[src/rtl/core_insn_frame_loader.sv]
// Per-core instruction frame loader: assembles scheduler parts into frames
// and queues them for the core pipeline. Optional macro: LOADER_PIPELINE_EN.
//
// Ports:
//   clk, reset (async, active-low)
//   start, insn_load_counter, insn_data  - part stream from the scheduler
//   init_r0_en, init_r0                  - optional R0 init, latched at part 0
//   ready                                - to scheduler (~ready = busy)
//   frame_valid/ready/data/r0_load/r0    - FWFT head to the core pipeline
//   core_busy                            - core is executing a frame
//   err, err_clr                         - sticky [0] protocol, [1] overflow
//   frame_cnt                            - frames popped, mod 256
module core_insn_frame_loader #(
  parameter int INSN_LOAD_TIME = 4,
  parameter int PART_W         = 16,
  parameter int CNT_W          = 2,
  parameter int R0_W           = 8,
  parameter int FIFO_DEPTH     = 2
) (
  input  logic                             clk,
  input  logic                             reset,
  input  logic                             start,
  input  logic [CNT_W-1:0]                 insn_load_counter,
  input  logic [PART_W-1:0]                insn_data,
  input  logic                             init_r0_en,
  input  logic [R0_W-1:0]                  init_r0,
  output logic                             ready,
  output logic                             frame_valid,
  input  logic                             frame_ready,
  output logic [PART_W*INSN_LOAD_TIME-1:0] frame_data,
  output logic                             frame_r0_load,
  output logic [R0_W-1:0]                  frame_r0,
  input  logic                             core_busy,
  output logic [1:0]                       err,
  input  logic                             err_clr,
  output logic [7:0]                       frame_cnt
);

  localparam int FW = PART_W * INSN_LOAD_TIME;
  localparam int PW = (FIFO_DEPTH > 1) ? $clog2(FIFO_DEPTH) : 1;

  localparam logic [CNT_W-1:0] LAST =
    CNT_W'(INSN_LOAD_TIME - 1);
  localparam logic [PW:0] DEPTH =
    (PW + 1)'(FIFO_DEPTH);
  localparam logic [PW:0] DEPTH_M1 =
    (PW + 1)'(FIFO_DEPTH - 1);

  typedef enum logic {
    S_IDLE = 1'b0,
    S_LOAD = 1'b1
  } state_t;

  state_t             state_q;
  state_t             state_d;
  logic [CNT_W-1:0]   exp_q;
  logic [CNT_W-1:0]   exp_d;
  logic [PART_W-1:0]  part_q [INSN_LOAD_TIME];
  logic               r0_pend_q;
  logic [R0_W-1:0]    r0_q;

  logic               cap;
  logic               push;
  logic               perr;
  logic               idle;
  logic [CNT_W-1:0]   idx;
  logic [FW-1:0]      frame_asm;
  logic               push_r0_load;
  logic [R0_W-1:0]    push_r0;

  logic [FW-1:0]      mem_d [FIFO_DEPTH];
  logic               mem_l [FIFO_DEPTH];
  logic [R0_W-1:0]    mem_r [FIFO_DEPTH];
  logic [PW-1:0]      rd_q;
  logic [PW-1:0]      wr_q;
  logic [PW:0]        cnt_q;
  logic               empty;
  logic               full;
  logic               pop;
  logic               wr_en;
  logic               ovf;
  logic [1:0]         err_q;
  logic [7:0]         fcnt_q;

  assign idle = (state_q == S_IDLE);
  assign idx  = idle ? '0 : exp_q;

  // Assembler: state register
  always_ff @(posedge clk or negedge reset) begin
    if (!reset) begin
      state_q <= S_IDLE;
      exp_q   <= '0;
    end else begin
      state_q <= state_d;
      exp_q   <= exp_d;
    end
  end

  // Assembler: next state
  always_comb begin
    state_d = state_q;
    exp_d   = exp_q;
    unique case (1'b1)
      (state_q == S_IDLE): begin
        if (cap && !push) begin
          state_d = S_LOAD;
          exp_d   = CNT_W'(1);
        end
      end
      (state_q == S_LOAD): begin
        if (push || perr) begin
          state_d = S_IDLE;
        end else if (cap) begin
          exp_d = exp_q + CNT_W'(1);
        end
      end
      default: ;
    endcase
  end

  // Assembler: outputs
  always_comb begin
    cap  = 1'b0;
    push = 1'b0;
    perr = 1'b0;
    unique case (1'b1)
      (state_q == S_IDLE): begin
        if (start) begin
          if (insn_load_counter == '0) begin
            cap  = 1'b1;
            push = (LAST == '0);
          end else begin
            perr = 1'b1;
          end
        end
      end
      (state_q == S_LOAD): begin
        if (start && insn_load_counter == exp_q) begin
          cap  = 1'b1;
          push = (exp_q == LAST);
        end else begin
          perr = 1'b1;
        end
      end
      default: ;
    endcase
  end

  // The part captured on the push edge bypasses the part registers
  always_comb begin
    frame_asm = '0;
    for (int i = 0; i < INSN_LOAD_TIME; i++) begin
      if (cap && idx == CNT_W'(i)) begin
        frame_asm[i*PART_W +: PART_W] = insn_data;
      end else begin
        frame_asm[i*PART_W +: PART_W] = part_q[i];
      end
    end
  end

  // Single-part frames push on part 0, so take R0 from the inputs
  assign push_r0_load = idle ? init_r0_en : r0_pend_q;
  assign push_r0      = idle ? init_r0 : r0_q;

  always_ff @(posedge clk or negedge reset) begin
    if (!reset) begin
      for (int i = 0; i < INSN_LOAD_TIME; i++) begin
        part_q[i] <= '0;
      end
      r0_pend_q <= 1'b0;
      r0_q      <= '0;
    end else begin
      for (int i = 0; i < INSN_LOAD_TIME; i++) begin
        if (cap && idx == CNT_W'(i)) begin
          part_q[i] <= insn_data;
        end
      end
      if (push || perr) begin
        r0_pend_q <= 1'b0;
      end else if (cap && idle) begin
        r0_pend_q <= init_r0_en;
      end
      if (cap && idle && init_r0_en) begin
        r0_q <= init_r0;
      end
    end
  end

  // FIFO
  assign empty = (cnt_q == '0);
  assign full  = (cnt_q == DEPTH);
  assign pop   = !empty && frame_ready;
  assign wr_en = push && (!full || pop);
  assign ovf   = push && full && !pop;

  always_ff @(posedge clk or negedge reset) begin
    if (!reset) begin
      for (int i = 0; i < FIFO_DEPTH; i++) begin
        mem_d[i] <= '0;
        mem_l[i] <= 1'b0;
        mem_r[i] <= '0;
      end
      rd_q   <= '0;
      wr_q   <= '0;
      cnt_q  <= '0;
      err_q  <= '0;
      fcnt_q <= '0;
    end else begin
      if (wr_en) begin
        mem_d[wr_q] <= frame_asm;
        mem_l[wr_q] <= push_r0_load;
        mem_r[wr_q] <= push_r0;
        wr_q        <= wr_q + PW'(1);
      end
      if (pop) begin
        rd_q <= rd_q + PW'(1);
      end
      cnt_q  <= cnt_q + (PW + 1)'(wr_en)
                      - (PW + 1)'(pop);
      // A new error on the clear edge wins
      err_q  <= (err_q & ~{2{err_clr}})
              | {ovf, perr};
      fcnt_q <= fcnt_q + 8'(pop);
    end
  end

  assign frame_valid   = !empty;
  assign frame_data    = mem_d[rd_q];
  assign frame_r0_load = mem_l[rd_q];
  assign frame_r0      = mem_r[rd_q];
  assign err           = err_q;
  assign frame_cnt     = fcnt_q;

`ifdef LOADER_PIPELINE_EN
  assign ready = idle && (cnt_q <= DEPTH_M1);
`else
  assign ready = idle && empty && !core_busy;
`endif

endmodule

[config.mk]
export PLATFORM = sky130hd
export DESIGN_NAME = core_insn_frame_loader
export DESIGN_NICKNAME = d
export VERILOG_FILES = /design/src/rtl/core_insn_frame_loader.sv
export SDC_FILE = /design/constraint.sdc
export NUM_CORES = 1
export LEC_CHECK = 0
export BUFFER_PORTS_ARGS = -buffer_cell sky130_fd_sc_hd__buf_2
export CORE_MARGIN = 3
export CORE_UTILIZATION = 46
export CTS_BUF_LIST = sky130_fd_sc_hd__clkbuf_4
export DETAILED_ROUTE_END_ITERATION = 10
export HOLD_SLACK_MARGIN = 0.1
export PLACE_DENSITY_LB_ADDON = 0.25
export SLEW_MARGIN = 20
export SYNTH_ARGS = -nofsm -noshare
export SYNTH_HDL_FRONTEND = slang
export SYNTH_SLANG_ARGS = --single-unit
[constraint.sdc]
create_clock -name clk -period 2.6 [get_ports clk]
set_input_delay 0.52 -clock clk [delete_from_list [all_inputs] [get_ports clk]]
set_output_delay 0.52 -clock clk [all_outputs]
set_load 0.1 [all_outputs]
==> out/results.ini, run 1 <==
[synthesis]
synth_top_area_frac=0.593
synth_edf_count=0
synth-seq-area-share=0.593
postSynthAreaPerCell_um2=15.7
synth.distinct_cells=35
ys_ff_latch=236
netlist_instances=635
ys_warn_count=0
synthesis.area_mm2=0.00996
yosys-top-cells-area=dfrtp_1 59%, mux2_2 33%, mux2_4 1.5%
synth_ff_type=dfrtp_1
yosysTopAreaCell=dfrtp_1
synthArstFlopShare=1.00
synth_nets=673

[grt]
grt_pass1_vias=6625
overflow=0
grt_max_degree=72
grtUsageMet1=0.230
grt.busiest_layer=met2
grt_pass1_wl_um=34200
grt.total_usage=0.180
gr-usage-met3=0.0408
met2_usage=0.307
antenna_found_initial=1

[floorplanning]
fp.dieH_um=153
die_area_mm2=0.0235
start_util=0.471
io_pins=118
rows=53
core-area_mm2=0.0212
fp.dieW_um=153

[setup_path]
r2r_slack_ns=0.43
start_kind=flop
reg2reg_depth=6
worstPathRequired_ns=2.08
end_kind=output pin
worstPathArrival_ns=1.96
crit_fanout=31
critPathKind=reg2out

[place]
gp_congestion=0.759
post-dp-hpwl_um=13600
io_buffers=117

[drt]
drtIter0Drc=217
vias_per_cell=5.17
drc=0
num_vias=5817
wl_um=20800
ant_nets=0
drtPass1Iterations=4
routedWlPerCell_um=18.5

[power]
comb_power_share=0.217
vdd_drop_max_mv=0.372
internal-power_mw=6.24
fin_total_pwr_mw=9.06
swShare=0.310
p_leak_nw=6.44
pwr-share-clk=0.326
p_seq_frac=0.457
powerDensity_mw_per_mm2=702
switchingPower_mw=2.81

[finish]
fillCellCount=1582
area_growth_pct=29.5
drive_gt1_frac=0.628
fin_nets=849
fin_util=0.610

[timing]
worst_pin_slew_ns=0.616
period_share=0.955
drv_slew=0
setup_violations=0
fmax_ghz=0.403
slew_headroom=0.585
fin_crit_ns=2.48
fin_skew_ns=0.0192
final_hold_viol_count=0
setup_tns_ns=0
rsz0062_at_grt=false

[clock_tree]
post_cts_resized=0
clkTransAtPathRegs_ns=0.06
cts_buffers=60
clock-root-buffer=clkbuf_4
clock-sinks=236
htreeDepth=2
cts_tree=built
insertion_delay_ns=0.66
cts_buffer_depth=3

[status]
status=finished clean

[hold_path]
min_path_cells=2
hp-class=in2reg

[job]
drv_cap=0

## worst max-delay path: stages, from the launching register on
cell	delay, ns
dfrtp_4	0.48
buf_12	0.23
mux2_2	0.41
buf_12	0.18
## Yosys cell counts, types with 2 or more instances
cell and number:
nor2_1 3, nor4b_1 2, nand2_1 7, mux2_2 290
and2_1 2, nor4_1 2, xnor2_1 6, buf_6 2
xor2_1 6, ha_1 5, nand4_1 2, nand3_1 4
nand2b_1 2, mux2_4 10, or2_2 3, inv_1 4
buf_4 7, nor3_1 2, a21oi_1 2, dfrtp_1 236
o21ai_0 4, clkbuf_1 9, buf_2 13
## flip-flops by register name, indices dropped and copies added, names as in the netlist, 8 cells and up
| name | cells |
|---|---|
| mem_d | 128 |
| frame_cnt | 8 |
| r0_q | 8 |
| part_q | 64 |
| mem_r | 16 |
## cell type report
cell class,count,area [um2],area share
multi-input cells,363,3890,0.302
inverters,4,15.0,0.00116
clock inverters,16,86.3,0.00669
clock buffers,84,631,0.0489
flip-flops and latches,236,5910,0.458
diodes,1,2.50,0.000194
repair buffers,146,2020,0.157
well taps,275,344,0.0267
## kinds of logic after synthesis
group / share of synthesized area
muxes: 0.343
and+or+nand+nor: 0.0222
AOI/OAI and AO/OA: 0.00615
DFF: 0.593
adders and majority gates: 0.00628
buffers and inverters: 0.0193
xor gates and xnor gates: 0.0105
## cell usage in the layout, fill, tap and decap left out, types with 2 or more instances in the layout
| cell | n |
|---|---|
| nand2_1 | 6 |
| inv_1 | 4 |
| ha_1 | 5 |
| dlygate4sd3_1 | 10 |
| clkinv_1 | 14 |
| and2_1 | 2 |
| mux2_2 | 290 |
| nor4b_1 | 2 |
| or2_2 | 3 |
| nand2b_1 | 2 |
| xnor2_1 | 6 |
| xor2_1 | 6 |
| o21ai_0 | 4 |
| buf_12 | 80 |
| a21oi_1 | 2 |
| buf_4 | 12 |
| nor4_1 | 2 |
| nand3_1 | 4 |
| clkbuf_4 | 84 |
| nand4_1 | 2 |
| mux2_4 | 10 |
| dfrtp_1 | 235 |
| buf_2 | 43 |
| nor2_1 | 3 |
## path summary, 6_finish.rpt
path / endpoint / startpoint
hold reg to reg: frame_cnt[7] / frame_cnt[7]
hold / removal: part_q[44] / insn_data[12]
setup reg to reg: mem_d[76] / state_q
setup / recovery: frame_data[6] / rd_q
max in group asynchronous: mem_d[83] / reset
min in group asynchronous: mem_d[24] / reset
## layer usage
layer | share of wire | wire length [um]
met5 | 0 | 0
met4 | 0.019 | 402
met2 | 0.51 | 10500
met3 | 0.041 | 850
met1 | 0.43 | 8970
## power groups by stage
stage / logic (mW) / registers (mW) / clock network (mW)
after floorplan: 1.08 / 4.46 / 0
after global placement: 1.84 / 4.23 / 0
after detailed placement: 1.90 / 4.25 / 0
after CTS: 1.99 / 4.14 / 3.06
after global routing: 2.09 / 4.17 / 3.29
final: 1.97 / 4.14 / 2.95
## metrics by stage
stage               instance area [um2]  cells  setup slack [ns]  hold slack (ns)
floorplan                          9980    635             0.338            0.224
global placement                  12100   1012             0.299            0.458
detailed placement                12100   1012             0.247            0.467
CTS                               12900   1124            0.0567            0.142
global route                      12900   1125            0.0204            0.134
finish                            12900   1125             0.116            0.213
## timing repair
item / in CTS / in global routing
endpoints found under the setup margin: 59 / 0
setup buffers: 2 / 0
hold buffers: 10 / 0
hold endpoints to repair: 76 / 0
No activity file was read; power rests on OpenSTA's default activity.
==> run 2, diff against run 1 <==
--- a/config.mk
+++ b/config.mk
@@ -6,7 +6,7 @@
 export NUM_CORES = 1
 export LEC_CHECK = 0
 export BUFFER_PORTS_ARGS = -buffer_cell sky130_fd_sc_hd__buf_2
-export CORE_MARGIN = 3
+export CORE_MARGIN = 1.5
 export CORE_UTILIZATION = 46
 export CTS_BUF_LIST = sky130_fd_sc_hd__clkbuf_4
 export DETAILED_ROUTE_END_ITERATION = 10
==> run 2 against run 1 <==
Effect of this change: flip-flop and latch count is the same; critical path type unchanged; first-iteration DRC count shrank 21%; die area shrank 3.9%; design area shrank 5.9%; core utilization shrank 3.6 points; highest routed layer unchanged; wire length shrank 0.49%; worst hold slack lost 0.037 ns; largest power group unchanged.
==> out/results.ini, run 2 (synthesis gave the netlist of run 1 again) <==
[setup_path]
end_kind=output pin
critPathKind=reg2out
critPathBufInv=2
cp_top_family=flip-flops
crit_fanout=39
slowest_delay_ns=0.48
worstPathRequired_ns=2.08
r2r_slack_ns=0.24
crit_path_top_delay_cell=dfrtp_4
worstPathArrival_ns=2.01
start_kind=flop
path_cells=buf_16 -> mux2_2 -> buf_4

[clock_tree]
cts_tree=built
clock-root-buffer=clkbuf_4
insertion_delay_ns=0.68
htreeDepth=2
cts_setup_buffers=0
clkTransAtPathRegs_ns=0.07
cts_buffers=60
clock-sinks=236
cts_buffer_depth=3

[floorplanning]
die_area_mm2=0.0226
start_util=0.471
fp.dieH_um=150
rows=53
core-area_mm2=0.0212
fp.dieW_um=150
io_pins=118

[timing]
rsz0062_at_grt=false
fin_crit_ns=2.53
hold-worst-slack_ns=0.176
fin_skew_ns=0.0384
slew_headroom=0.551
period_share=0.974
worst_pin_slew_ns=0.667
fmax_ghz=0.395
setup_violations=0
drv_slew=0
final_hold_viol_count=0

[finish]
fillCellCount=1690
fin_util=0.574
drive_gt1_frac=0.629
regMostFlops=mem_d
largest_reg_flops=128
fin_nets=851
layout_common_cells=290 x mux2_2, 235 x dfrtp_1, 87 x clkbuf_4
area_growth_pct=21.9
layout_commonest_cell=mux2_2
reg_top3=mem_d (128), part_q (64), mem_r (16)

[power]
p_seq_frac=0.456
fin_total_pwr_mw=9.07
pwr-share-clk=0.338
internal-power_mw=6.23
swShare=0.312
vdd_drop_max_mv=0.414
p_leak_nw=6.29
powerDensity_mw_per_mm2=747
switchingPower_mw=2.83
comb_power_share=0.207

[grt]
grt_pass1_wl_um=33700
grt_pass1_vias=6571
overflow=0
grt.total_usage=0.192
grt_max_degree=86
antenna_found_initial=1

[hold_path]
hp-class=in2reg

[drt]
ant_nets=0
drtPass1Iterations=4
routedWlPerCell_um=18.2
num_vias=5840
drtIter0Drc=171
vias_per_cell=5.15
drc=0
wl_um=20700

[place]
post-dp-hpwl_um=13500
gp_congestion=0.805
io_buffers=117

[status]
status=finished clean

[job]
drv_cap=0

run 2: cell types whose count changed in the layout (fill, tap and decap cells not counted), sizes merged:
cell and delta:
buf +1, inv -1, clkinv +7, clkbuf +3
run 2: path summary, 6_finish.rpt:
kind                                from        endpoint  cells after the start
setup / recovery                    rd_q  frame_data[52]                      3
min in group asynchronous          reset        mem_r[5]                      2
setup reg to reg                exp_q[0]       mem_d[79]                      6
hold reg to reg             frame_cnt[7]    frame_cnt[7]                      1
max in group asynchronous          reset            rd_q                      3
hold / removal             insn_data[13]      part_q[45]                      2
run 2: cell type report:
| cell class | instances | area (um2) | area share |
|---|---|---|---|
| Sequential cell | 236 | 5910 | 0.487 |
| Multi-Input combinational cell | 363 | 3890 | 0.321 |
| Timing Repair Buffer | 148 | 1220 | 0.100 |
| Clock buffer | 86 | 646 | 0.0532 |
| Tap cell | 275 | 344 | 0.0283 |
| Clock inverter | 22 | 118 | 0.00969 |
| Inverter | 4 | 15.0 | 0.00124 |
| Antenna cell | 1 | 2.50 | 0.000206 |
run 2: layer usage:
layer  part of all wire  GRT usage  vias up
met4              0.015     0.0618        0
met3              0.035     0.0385       28
li1                   -          -     2666
met2               0.50      0.325      107
met5                  0          0        -
met1               0.45      0.248     3039
run 2: worst reg2reg max path, stage by stage (launching register included):
cell	delay [ns]
dfrtp_1	0.51
ha_1	0.25
nand3_1	0.13
nor4_4	0.31
nor2b_4	0.46
buf_12	0.24
mux2_2	0.35
run 2: power groups by stage:
stage | logic (mW) | registers, mW | clock network (mW)
floorplan | 1.08 | 4.46 | 0
global placement | 1.81 | 4.18 | 0
detailed placement | 1.86 | 4.20 | 0
CTS | 1.89 | 4.13 | 3.16
global route | 1.99 | 4.16 | 3.38
finish | 1.87 | 4.13 | 3.06
run 2: repair_timing:
action	4_1_cts	5_1_grt
hold endpoints to repair	88	0
hold buffers	10	0
resized for setup	62	40
endpoints found under the setup margin	62	32
run 2: per-stage QoR:
step	cell area, um2	TNS, ns	cells	setup WS [ns]
2_1_floorplan	9980	0	635	0.338
3_3_place_gp	11000	0	1016	0.114
3_5_place_dp	11000	0	1016	0.0592
4_1_cts	12000	-0.00908	1134	-0.00382
5_1_grt	12100	0	1135	0.000173
6_report	12100	0	1135	0.0688
==> run 3, diff against run 2 <==
--- a/config.mk
+++ b/config.mk
@@ -10,6 +10,7 @@
 export CORE_UTILIZATION = 46
 export CTS_BUF_LIST = sky130_fd_sc_hd__clkbuf_4
 export DETAILED_ROUTE_END_ITERATION = 10
+export GPL_TIMING_DRIVEN = 0
 export HOLD_SLACK_MARGIN = 0.1
 export PLACE_DENSITY_LB_ADDON = 0.25
 export SLEW_MARGIN = 20
==> run 3 against run 2 <==
Effect of this change: via count up 1.5%; non-clock buffer count up 10; die area unchanged; count of clock-buffer cells in the layout down 3; first-iteration DRC count up 54%; largest cell class unchanged; core utilization up 0.44 points; flip-flop and latch count unchanged; critical path type unchanged; sequential share of layout area down 0.40 points; setup slack worse by 0.00096 ns; critical endpoint is now frame_data[16]; clock skew down 0.020 ns.
==> out/results.ini, run 3 (synthesis gave the netlist of run 1 again) <==
[status]
status=finished clean

[power]
p_leak_nw=6.31
vdd_drop_max_mv=0.452
powerDensity_mw_per_mm2=744

[grt]
overflow=0
grt_pass1_wl_um=34900
antenna_found_initial=2
grt_max_degree=110
grt.total_usage=0.202
grt_pass1_vias=6702

[drt]
routedLengthMet1_um=9420
highest-signal-layer=met4
drc=0
routedWlPerCell_um=19.0
num_vias=5928
route.met2.wl_um=11100
wl_met3_um=772
drtPass1Iterations=6
vias_per_cell=5.18
drtIter0Drc=263
wl_um=21700
ant_nets=0

[finish]
seqCellArea_mm2=0.00591
largest_reg_flops=128
layout_common_cells=290 x mux2_2, 236 x dfrtp_1, 84 x clkbuf_4
fillCellCount=1687
reg_top3=mem_d (128), part_q (64), mem_r (16)
area_growth_pct=22.8
regMostFlops=mem_d
drive_gt1_frac=0.629
fin_nets=861
multiInputGateArea_mm2=0.00388
layout_commonest_cell=mux2_2

[setup_path]
end_kind=output pin
crit_fanout=10
slowest_delay_ns=0.39
worstPathRequired_ns=2.08
critPathBufInv=3
path_cells=buf_8 -> clkbuf_8 -> mux2_2 -> buf_6
reg2reg_depth=6
start_kind=flop
cp.depth=4
critPathKind=reg2out
cp_top_family=buffers and inverters
crit_path_top_delay_cell=mux2_2
worstPathArrival_ns=2.01

[timing]
worst_pin_slew_ns=0.675
drv_slew=0
rsz0062_at_grt=true
final_hold_viol_count=0
fin_crit_ns=2.53
slew_headroom=0.546
fin_ws_ns=0.0678
setup_violations=0
period_share=0.974
hold-worst-slack_ns=0.170
fin_skew_ns=0.0180
fmax_ghz=0.395

[clock_tree]
insertion_delay_ns=0.69
cts_buffers=60
htreeDepth=2
cts_buffer_depth=3
clock-sinks=236
clock-root-buffer=clkbuf_4
cts_setup_buffers=0
clkTransAtPathRegs_ns=0.07
cts_tree=built

[floorplanning]
fp.dieH_um=150
die_area_mm2=0.0226
fp.dieW_um=150
start_util=0.471
core-area_mm2=0.0212
io_pins=118
rows=53

[place]
io_buffers=115
dp_worst_setup_slack_ns=-0.177
post-dp-hpwl_um=15000
gp_congestion=0.781

[hold_path]
min_path_cells=2
hp-class=in2reg

[job]
drv_cap=0

[run 3: report_power, final]
part | switching, mW | internal (mW)
combinational | 1.31 | 0.743
sequential | 0.152 | 3.96
clock | 1.46 | 1.48
[run 3: repair_timing]
| item | in CTS | in global routing |
|---|---|---|
| gates resized for setup | 131 | 19 |
| hold buffers | 10 | 0 |
| setup endpoints to repair | 74 | 96 |
| hold endpoints to repair | 71 | 0 |
[run 3: routing by layer]
layer / vias up / track usage
met1: 3084 / 0.256
met3: 40 / 0.0421
li1: 2683 / -
met2: 121 / 0.340
met5: - / 0
met4: 0 / 0.0740
[run 3: path summary, 6_finish.rpt]
| kind | slack [ns] | from | to |
|---|---|---|---|
| worst max-delay path | 0.07 | rd_q | frame_data[16] |
| worst min-delay path | 0.17 | insn_data[1] | part_q[1] |
| worst max register to register | 0.14 | state_q | mem_d[125] |
| worst min register to register | 0.48 | frame_cnt[7] | frame_cnt[7] |
| max in group asynchronous | 0.98 | reset | mem_d[75] |
| min in group asynchronous | 0.40 | reset | r0_q[4] |
[run 3: worst register-to-register path, delay by kind of cell, from the launching register on]
family	cells	cell delay, ns
buf+inv	2	0.72
flops	1	0.32
mux	2	0.68
simple gates	2	0.64
[run 3: cell type report]
class,instances,share of cell area
clock buffer,83,0.0509
inverter,4,0.00123
tap,275,0.0281
antenna,2,0.000409
sequential,236,0.483
buffer,31,0.0215
clock inverter,24,0.00798
multi-input combinational,363,0.317
timing repair buffer,127,0.0899
[run 3: metrics by stage]
step | TNS, ns | area [um2] | power, mW | cells | utilization
after floorplan | 0 | 9980 | 5.54 | 635 | -
after global placement | -646.56 | 10900 | 5.97 | 1025 | 0.515
after detailed placement | -7.22 | 11000 | 6.06 | 1027 | 0.518
after CTS | -0.755 | 12200 | 9.20 | 1143 | 0.576
after global routing | -0.268 | 12200 | 9.56 | 1145 | 0.578
final | 0 | 12200 | 9.10 | 1145 | 0.578
